==> config.mk <==
export PLATFORM = sky130hd
export DESIGN_NAME = freq_meter_flat
export DESIGN_NICKNAME = d
export VERILOG_FILES = /design/src/rtl/freq_meter_if.sv /design/src/rtl/freq_meter.sv /design/src/flat_wrapper.sv
export SDC_FILE = /design/constraint.sdc
export NUM_CORES = 1
export LEC_CHECK = 0
export ABC_AREA = 1
export CAP_MARGIN = 40
export CELL_PAD_IN_SITES_DETAIL_PLACEMENT = 1
export CELL_PAD_IN_SITES_GLOBAL_PLACEMENT = 1
export CORE_MARGIN = 4
export CORE_UTILIZATION = 44
export CTS_CLUSTER_SIZE = 20
export DETAILED_ROUTE_END_ITERATION = 16
export PLACE_DENSITY_LB_ADDON = 0.1
export SYNTH_ARGS = -nofsm -noshare
export SYNTH_HDL_FRONTEND = slang
export SYNTH_SLANG_ARGS = --single-unit
==> constraint.sdc <==
create_clock -name clk -period 2.5 [get_ports clk]
set_input_delay 0.75 -clock clk [delete_from_list [all_inputs] [get_ports clk]]
set_output_delay 0.75 -clock clk [all_outputs]
set_load 0.02 [all_outputs]
==> src/rtl/freq_meter_if.sv <==
// Monitor bus between a divided-clock source and the frequency meter.
// The master drives the measured signal and observes the results; the slave is the meter.
interface freq_meter_if #(
    parameter int unsigned CNT_W = 16
) ();
    logic             sig_in;
    logic [CNT_W-1:0] period;
    logic [CNT_W-1:0] high_time;
    logic             meas_valid;
    logic             locked;
    logic             stalled;
    logic [7:0]       unlock_cnt;

    modport master (
        output sig_in,
        input  period,
        input  high_time,
        input  meas_valid,
        input  locked,
        input  stalled,
        input  unlock_cnt
    );

    modport slave (
        input  sig_in,
        output period,
        output high_time,
        output meas_valid,
        output locked,
        output stalled,
        output unlock_cnt
    );
endinterface

==> src/rtl/freq_meter.sv <==
// Period / high-time meter for a divided clock, with lock and stall detection.
// Counts system-clock cycles between synchronised rising edges of bus.sig_in.
module freq_meter #(
    parameter int unsigned CNT_W      = 16,
    parameter int unsigned EXP_PERIOD = 25,
    parameter int unsigned TOL        = 1,
    parameter int unsigned LOCK_N     = 4,
    parameter int unsigned TIMEOUT    = 1023
) (
    input  logic          clk,
    input  logic          rst,
    freq_meter_if.slave   bus
);

    localparam int unsigned MC_W   = $clog2(LOCK_N + 1);
    localparam int unsigned LO_LIM = (EXP_PERIOD > TOL) ? (EXP_PERIOD - TOL) : 0;
    localparam int unsigned HI_LIM = EXP_PERIOD + TOL;

    localparam logic [0:0] SEEK = 1'b0;
    localparam logic [0:0] MEAS = 1'b1;

    localparam logic [CNT_W-1:0] CNT_MAX   = '1;
    localparam logic [CNT_W-1:0] TIMEOUT_V = CNT_W'(TIMEOUT);
    localparam logic [CNT_W:0]   LO_V      = (CNT_W+1)'(LO_LIM);
    localparam logic [CNT_W:0]   HI_V      = (CNT_W+1)'(HI_LIM);
    localparam logic [MC_W-1:0]  LOCK_V    = MC_W'(LOCK_N);

    logic             s1_q, s2_q, d_q;
    logic [0:0]       state_q, state_d;
    logic [CNT_W-1:0] cnt_q, cnt_d;
    logic [CNT_W-1:0] hcnt_q, hcnt_d;
    logic [CNT_W-1:0] period_q, period_d;
    logic [CNT_W-1:0] high_q, high_d;
    logic             mv_q, mv_d;
    logic             locked_q, locked_d;
    logic             stalled_q, stalled_d;
    logic [MC_W-1:0]  match_q, match_d;
    logic [7:0]       unlock_q, unlock_d;

    logic             rise_c;
    logic             match_c;
    logic             drop_c;
    logic [CNT_W:0]   cnt_ext_c;

    assign rise_c    = s2_q & ~d_q;
    assign cnt_ext_c = {1'b0, cnt_q};
    // Widened compare so a low bound near zero cannot wrap.
    assign match_c   = (cnt_ext_c >= LO_V) && (cnt_ext_c <= HI_V);

    // Next-state and measurement logic
    always_comb begin
        state_d   = state_q;
        cnt_d     = (cnt_q == CNT_MAX) ? cnt_q : cnt_q + CNT_W'(1);
        hcnt_d    = (s2_q && (hcnt_q != CNT_MAX)) ? hcnt_q + CNT_W'(1) : hcnt_q;
        period_d  = period_q;
        high_d    = high_q;
        mv_d      = 1'b0;
        locked_d  = locked_q;
        stalled_d = stalled_q;
        match_d   = match_q;
        unlock_d  = unlock_q;
        drop_c    = 1'b0;

        if (rise_c) begin
            cnt_d  = CNT_W'(1);
            hcnt_d = CNT_W'(1);
        end

        case (state_q)
            SEEK: begin
                if (rise_c) begin
                    state_d   = MEAS;
                    stalled_d = 1'b0;
                end
            end
            MEAS: begin
                // A rise coinciding with the timeout count is still a valid edge.
                if (rise_c) begin
                    period_d = cnt_q;
                    high_d   = hcnt_q;
                    mv_d     = 1'b1;
                    if (match_c) begin
                        match_d  = (match_q == LOCK_V) ? match_q : match_q + MC_W'(1);
                        locked_d = (match_d == LOCK_V);
                    end else begin
                        match_d  = '0;
                        locked_d = 1'b0;
                        drop_c   = locked_q;
                    end
                end else if (cnt_q == TIMEOUT_V) begin
                    state_d   = SEEK;
                    stalled_d = 1'b1;
                    match_d   = '0;
                    locked_d  = 1'b0;
                    drop_c    = locked_q;
                end
            end
            default: begin
                state_d = SEEK;
            end
        endcase

        if (drop_c && (unlock_q != 8'hFF)) begin
            unlock_d = unlock_q + 8'd1;
        end
    end

    // State and datapath registers
    always_ff @(posedge clk) begin
        if (rst) begin
            s1_q      <= 1'b0;
            s2_q      <= 1'b0;
            d_q       <= 1'b0;
            state_q   <= SEEK;
            cnt_q     <= '0;
            hcnt_q    <= '0;
            period_q  <= '0;
            high_q    <= '0;
            mv_q      <= 1'b0;
            locked_q  <= 1'b0;
            stalled_q <= 1'b0;
            match_q   <= '0;
            unlock_q  <= '0;
        end else begin
            s1_q      <= bus.sig_in;
            s2_q      <= s1_q;
            d_q       <= s2_q;
            state_q   <= state_d;
            cnt_q     <= cnt_d;
            hcnt_q    <= hcnt_d;
            period_q  <= period_d;
            high_q    <= high_d;
            mv_q      <= mv_d;
            locked_q  <= locked_d;
            stalled_q <= stalled_d;
            match_q   <= match_d;
            unlock_q  <= unlock_d;
        end
    end

    assign bus.period     = period_q;
    assign bus.high_time  = high_q;
    assign bus.meas_valid = mv_q;
    assign bus.locked     = locked_q;
    assign bus.stalled    = stalled_q;
    assign bus.unlock_cnt = unlock_q;

endmodule

==> src/flat_wrapper.sv <==
// flat-port wrapper written by rule: the top's interface ports become plain ports
module freq_meter_flat 
#(
    parameter int unsigned CNT_W      = 16,
    parameter int unsigned EXP_PERIOD = 25,
    parameter int unsigned TOL        = 1,
    parameter int unsigned LOCK_N     = 4,
    parameter int unsigned TIMEOUT    = 1023
)
  (clk, rst, bus_sig_in, bus_period, bus_high_time, bus_meas_valid, bus_locked, bus_stalled, bus_unlock_cnt);
  freq_meter_if #(.CNT_W(CNT_W)) bus_i ();
  input  logic clk;
  input  logic rst;
  input wire logic [$bits(bus_i.sig_in)-1:0] bus_sig_in;
  output wire logic [$bits(bus_i.period)-1:0] bus_period;
  output wire logic [$bits(bus_i.high_time)-1:0] bus_high_time;
  output wire logic [$bits(bus_i.meas_valid)-1:0] bus_meas_valid;
  output wire logic [$bits(bus_i.locked)-1:0] bus_locked;
  output wire logic [$bits(bus_i.stalled)-1:0] bus_stalled;
  output wire logic [$bits(bus_i.unlock_cnt)-1:0] bus_unlock_cnt;
  assign bus_i.sig_in = bus_sig_in;
  assign bus_period = bus_i.period;
  assign bus_high_time = bus_i.high_time;
  assign bus_meas_valid = bus_i.meas_valid;
  assign bus_locked = bus_i.locked;
  assign bus_stalled = bus_i.stalled;
  assign bus_unlock_cnt = bus_i.unlock_cnt;
  freq_meter #(.CNT_W(CNT_W), .EXP_PERIOD(EXP_PERIOD), .TOL(TOL), .LOCK_N(LOCK_N), .TIMEOUT(TIMEOUT)) u_core (.clk(clk), .rst(rst), .bus(bus_i));
endmodule
==> flow_summary_export.csv <==
group,metric,value,unit
logic_synthesis,synthCells,532,
worst_setup_path,worstPathArrival,1.42,ns
worst_setup_path,end_kind,"primary output",
place,port_buffers,45,
cells_and_area,syn_to_final_growth,17.79,%
clocking,cts_made_buffers,9,
clocking,clockBufferDepth,2,
logic_synthesis,netlist_area,3933,sq um
route,drc,0,
cells_and_area,n_antenna_cell,0,
sta,fin_setup_tns,0,ns
die,initial_utilization,45.09,%
clocking,cts_hold_buf,0,
cells_and_area,drive_gt1_share,9.739,%
clocking,clk_latency,0.34,ns
global_route,grt_pass1_wl,17.39,mm
sta,final.setup.worst_slack,0.3318,ns
worst_setup_path,cp_max_fo,6,
power,ir_drop,327.2,uV
place,pre_cts_ws,0.5165,ns
sta,setup_viol,0,
route,ant_nets,0,
cells_and_area,fin_util,53.11,%
route,vias_per_cell,5.315,
clocking,cts_num_sinks,82,
power,power_density,511.6,nW/um^2
logic_synthesis,async_reset_ff_share,0,%
clocking,post_cts_resized,0,
die,core.rowCount,34,
worst_setup_path,max_stage_delay,0.64,ns
worst_setup_path,worst-path-buf-inv,1,
die,core_area,8721,sq um
worst_setup_path,crit_type,"flip-flop to primary output",
logic_synthesis,ys_seq_area_share,41.74,%
route,num_vias,3630,
sta,hold_violations,0,
sta,tightest_slew,0.8479,ns
clocking,htreeDepth,3,
logic_synthesis,yosysWarnings,0,
route,firstDrtPassIters,4,
logic_synthesis,syn-num-nets,541,
worst_setup_path,crit_required,1.75,ns
global_route,grt_overflow,0,
sta,slew_violations,0,
logic_synthesis,yosysUniqueCellTypes,35,
clocking,clockRootBuffer,"clkbuf_8",
sta,fin_skew,0.008100,ns
die,die_x,102.5,um
job,maxCapViolCount,0,
outcome,status,"complete, no violations",
route,wirelength,10.32,mm
cells_and_area,fin_nets,580,
worst_setup_path,crit_slowest_cell,"clkdlybuf4s50_1",
global_route,antenna_found_initial,0,
clocking,tritoncts,"done",
route,first_iter_violations,91,
place,routabilityCongestion,0.8946,
logic_synthesis,synth_edf_count,0,
logic_synthesis,syn_area_per_cell,7.392,sq um
place,hpwlAfterDp,7.458,mm
clocking,post_cts_buffers,0,
sta,finalCritPeriodShare,86.73,%
clocking,clk_pin_slew,0.08,ns
worst_setup_path,cp-start-kind,"flip-flop",
cells_and_area,fillers,1108,
power,leakagePower,0.001613,uW
global_route,grt_max_degree,51,
die,die_h,102.5,um
sta,rsz0062_at_grt,"false",
logic_synthesis,yosys_register_bits,82,
global_route,grt_pass1_vias,3663,
min_path,hold_class,"flip-flop to flip-flop",
logic_synthesis,yosys_most_used_dff,"dfxtp_1",
global_route,track_usage,20.58,%
die,io_pins,46,
sta,maxSlewHeadroom,43.41,%
worst_setup_path,cp_top_family,"buffers and inverters",
sta,fmax,461.2,MHz
die,die_area,10510,sq um
worst_setup_path,crit_chain,"clkdlybuf4s50_1",
sta,post-route-min-period,2.168,ns
route,wire_per_inst,15.11,um
registers in the layout, summed over array words and instances, names as in the netlist:
register,cells
u_core.d_q,1
u_core.match_q,3
u_core.bus.stalled,1
u_core.bus.high_time,16
u_core.s1_q,1
u_core.bus.period,16
u_core.s2_q,1
u_core.state_q,1
u_core.bus.meas_valid,1
u_core.hcnt_q,16
u_core.bus.locked,1
u_core.bus.unlock_cnt,8
u_core.cnt_q,16
synthesized netlist by cell type (6+ instances only):
master	instances	area (sq um)
a31oi_1	6	37.54
ha_1	6	75.07
nand3_1	65	325.3
nand2_1	125	469.2
xnor2_1	10	87.58
inv_1	50	187.7
clkbuf_1	9	33.78
buf_2	12	60.06
nor3_1	7	35.03
xor2_1	7	61.31
dfxtp_1	82	1642
nor2_1	29	108.9
a21oi_1	54	270.3
a21oi_2	11	96.34
o21ai_0	10	50.05
nand4_1	14	87.58
power breakdown:
| part | internal (uW) | switching (uW) | total (uW) | leakage [uW] |
|---|---|---|---|---|
| logic | 21.9 | 66.3 | 88.2 | 0.000862 |
| registers | 1310 | 14.8 | 1330 | 0.000662 |
| clock network | 486 | 467 | 953 | 0.0000897 |
cells in the final DEF, fill, tap and decap left out, drive strengths merged, types with 7 or more instances in the layout:
cell type      instances
xor2                   7
xnor2                 10
dfxtp                 82
nand3                 67
buf                    7
nand4                 14
nor2                  35
a21oi                 66
o21ai                 10
nand2                131
clkdlybuf4s50         44
nor3                  10
inv                   53
a31oi                  7
clkbuf                13
path summary, 6_finish.rpt:
kind | endpoint | start | cells past startpoint | slack, ns
max | bus_unlock_cnt[2] | u_core.bus.unlock_cnt[2]$_SDFFE_PP0P_ | 1 | 0.33
min reg2reg | u_core.s2_q$_SDFF_PP0_ | u_core.s1_q$_SDFF_PP0_ | 2 | 0.44
max reg2reg | u_core.cnt_q[12]$_SDFFE_PP0P_ | u_core.s2_q$_SDFF_PP0_ | 7 | 0.57
min | u_core.s2_q$_SDFF_PP0_ | u_core.s1_q$_SDFF_PP0_ | 2 | 0.44
routing by layer:
metal  track usage, %  routed length (um)
met2            34.51                4943
met3            2.774                 343
met4            6.054                 112
met5                0                   0
met1            27.68                4917
cell families (layout without fill, tap and decap cells):
kind of cell / Yosys count / in the layout / share of synthesized area [%]
fa+ha+maj: 6 / 6 / 1.909
simple gates: 264 / 264 / 31.63
xor+xnor: 17 / 17 / 3.786
buf+inv: 77 / 120 / 8.082
compound gates: 86 / 86 / 12.85
flops: 82 / 82 / 41.74
per-stage QoR:
| stage | power (uW) | std cells | hold WS, ns | area (sq um) |
|---|---|---|---|---|
| 2_1_floorplan | 1423 | 532 | 0.3883 | 3933 |
| 3_3_place_gp | 1445 | 668 | 0.4217 | 4446 |
| 3_5_place_dp | 1450 | 668 | 0.4323 | 4446 |
| 4_1_cts | 2394 | 683 | 0.4435 | 4632 |
| 5_1_grt | 2461 | 683 | 0.4767 | 4632 |
| 6_report | 2370 | 683 | 0.4413 | 4632 |
area by class of cell:
| cell class | instances | area [sq um] | area share (%) |
|---|---|---|---|
| tap | 108 | 135.1 | 2.917 |
| timing repair buffer | 51 | 490.5 | 10.59 |
| clock inverter | 2 | 37.54 | 0.8104 |
| inverter | 54 | 205.2 | 4.430 |
| multi-input combinational | 373 | 1973 | 42.60 |
| sequential | 82 | 1642 | 35.44 |
| clock buffer | 13 | 148.9 | 3.214 |
Note: power is estimated with default switching activity, not from simulation.
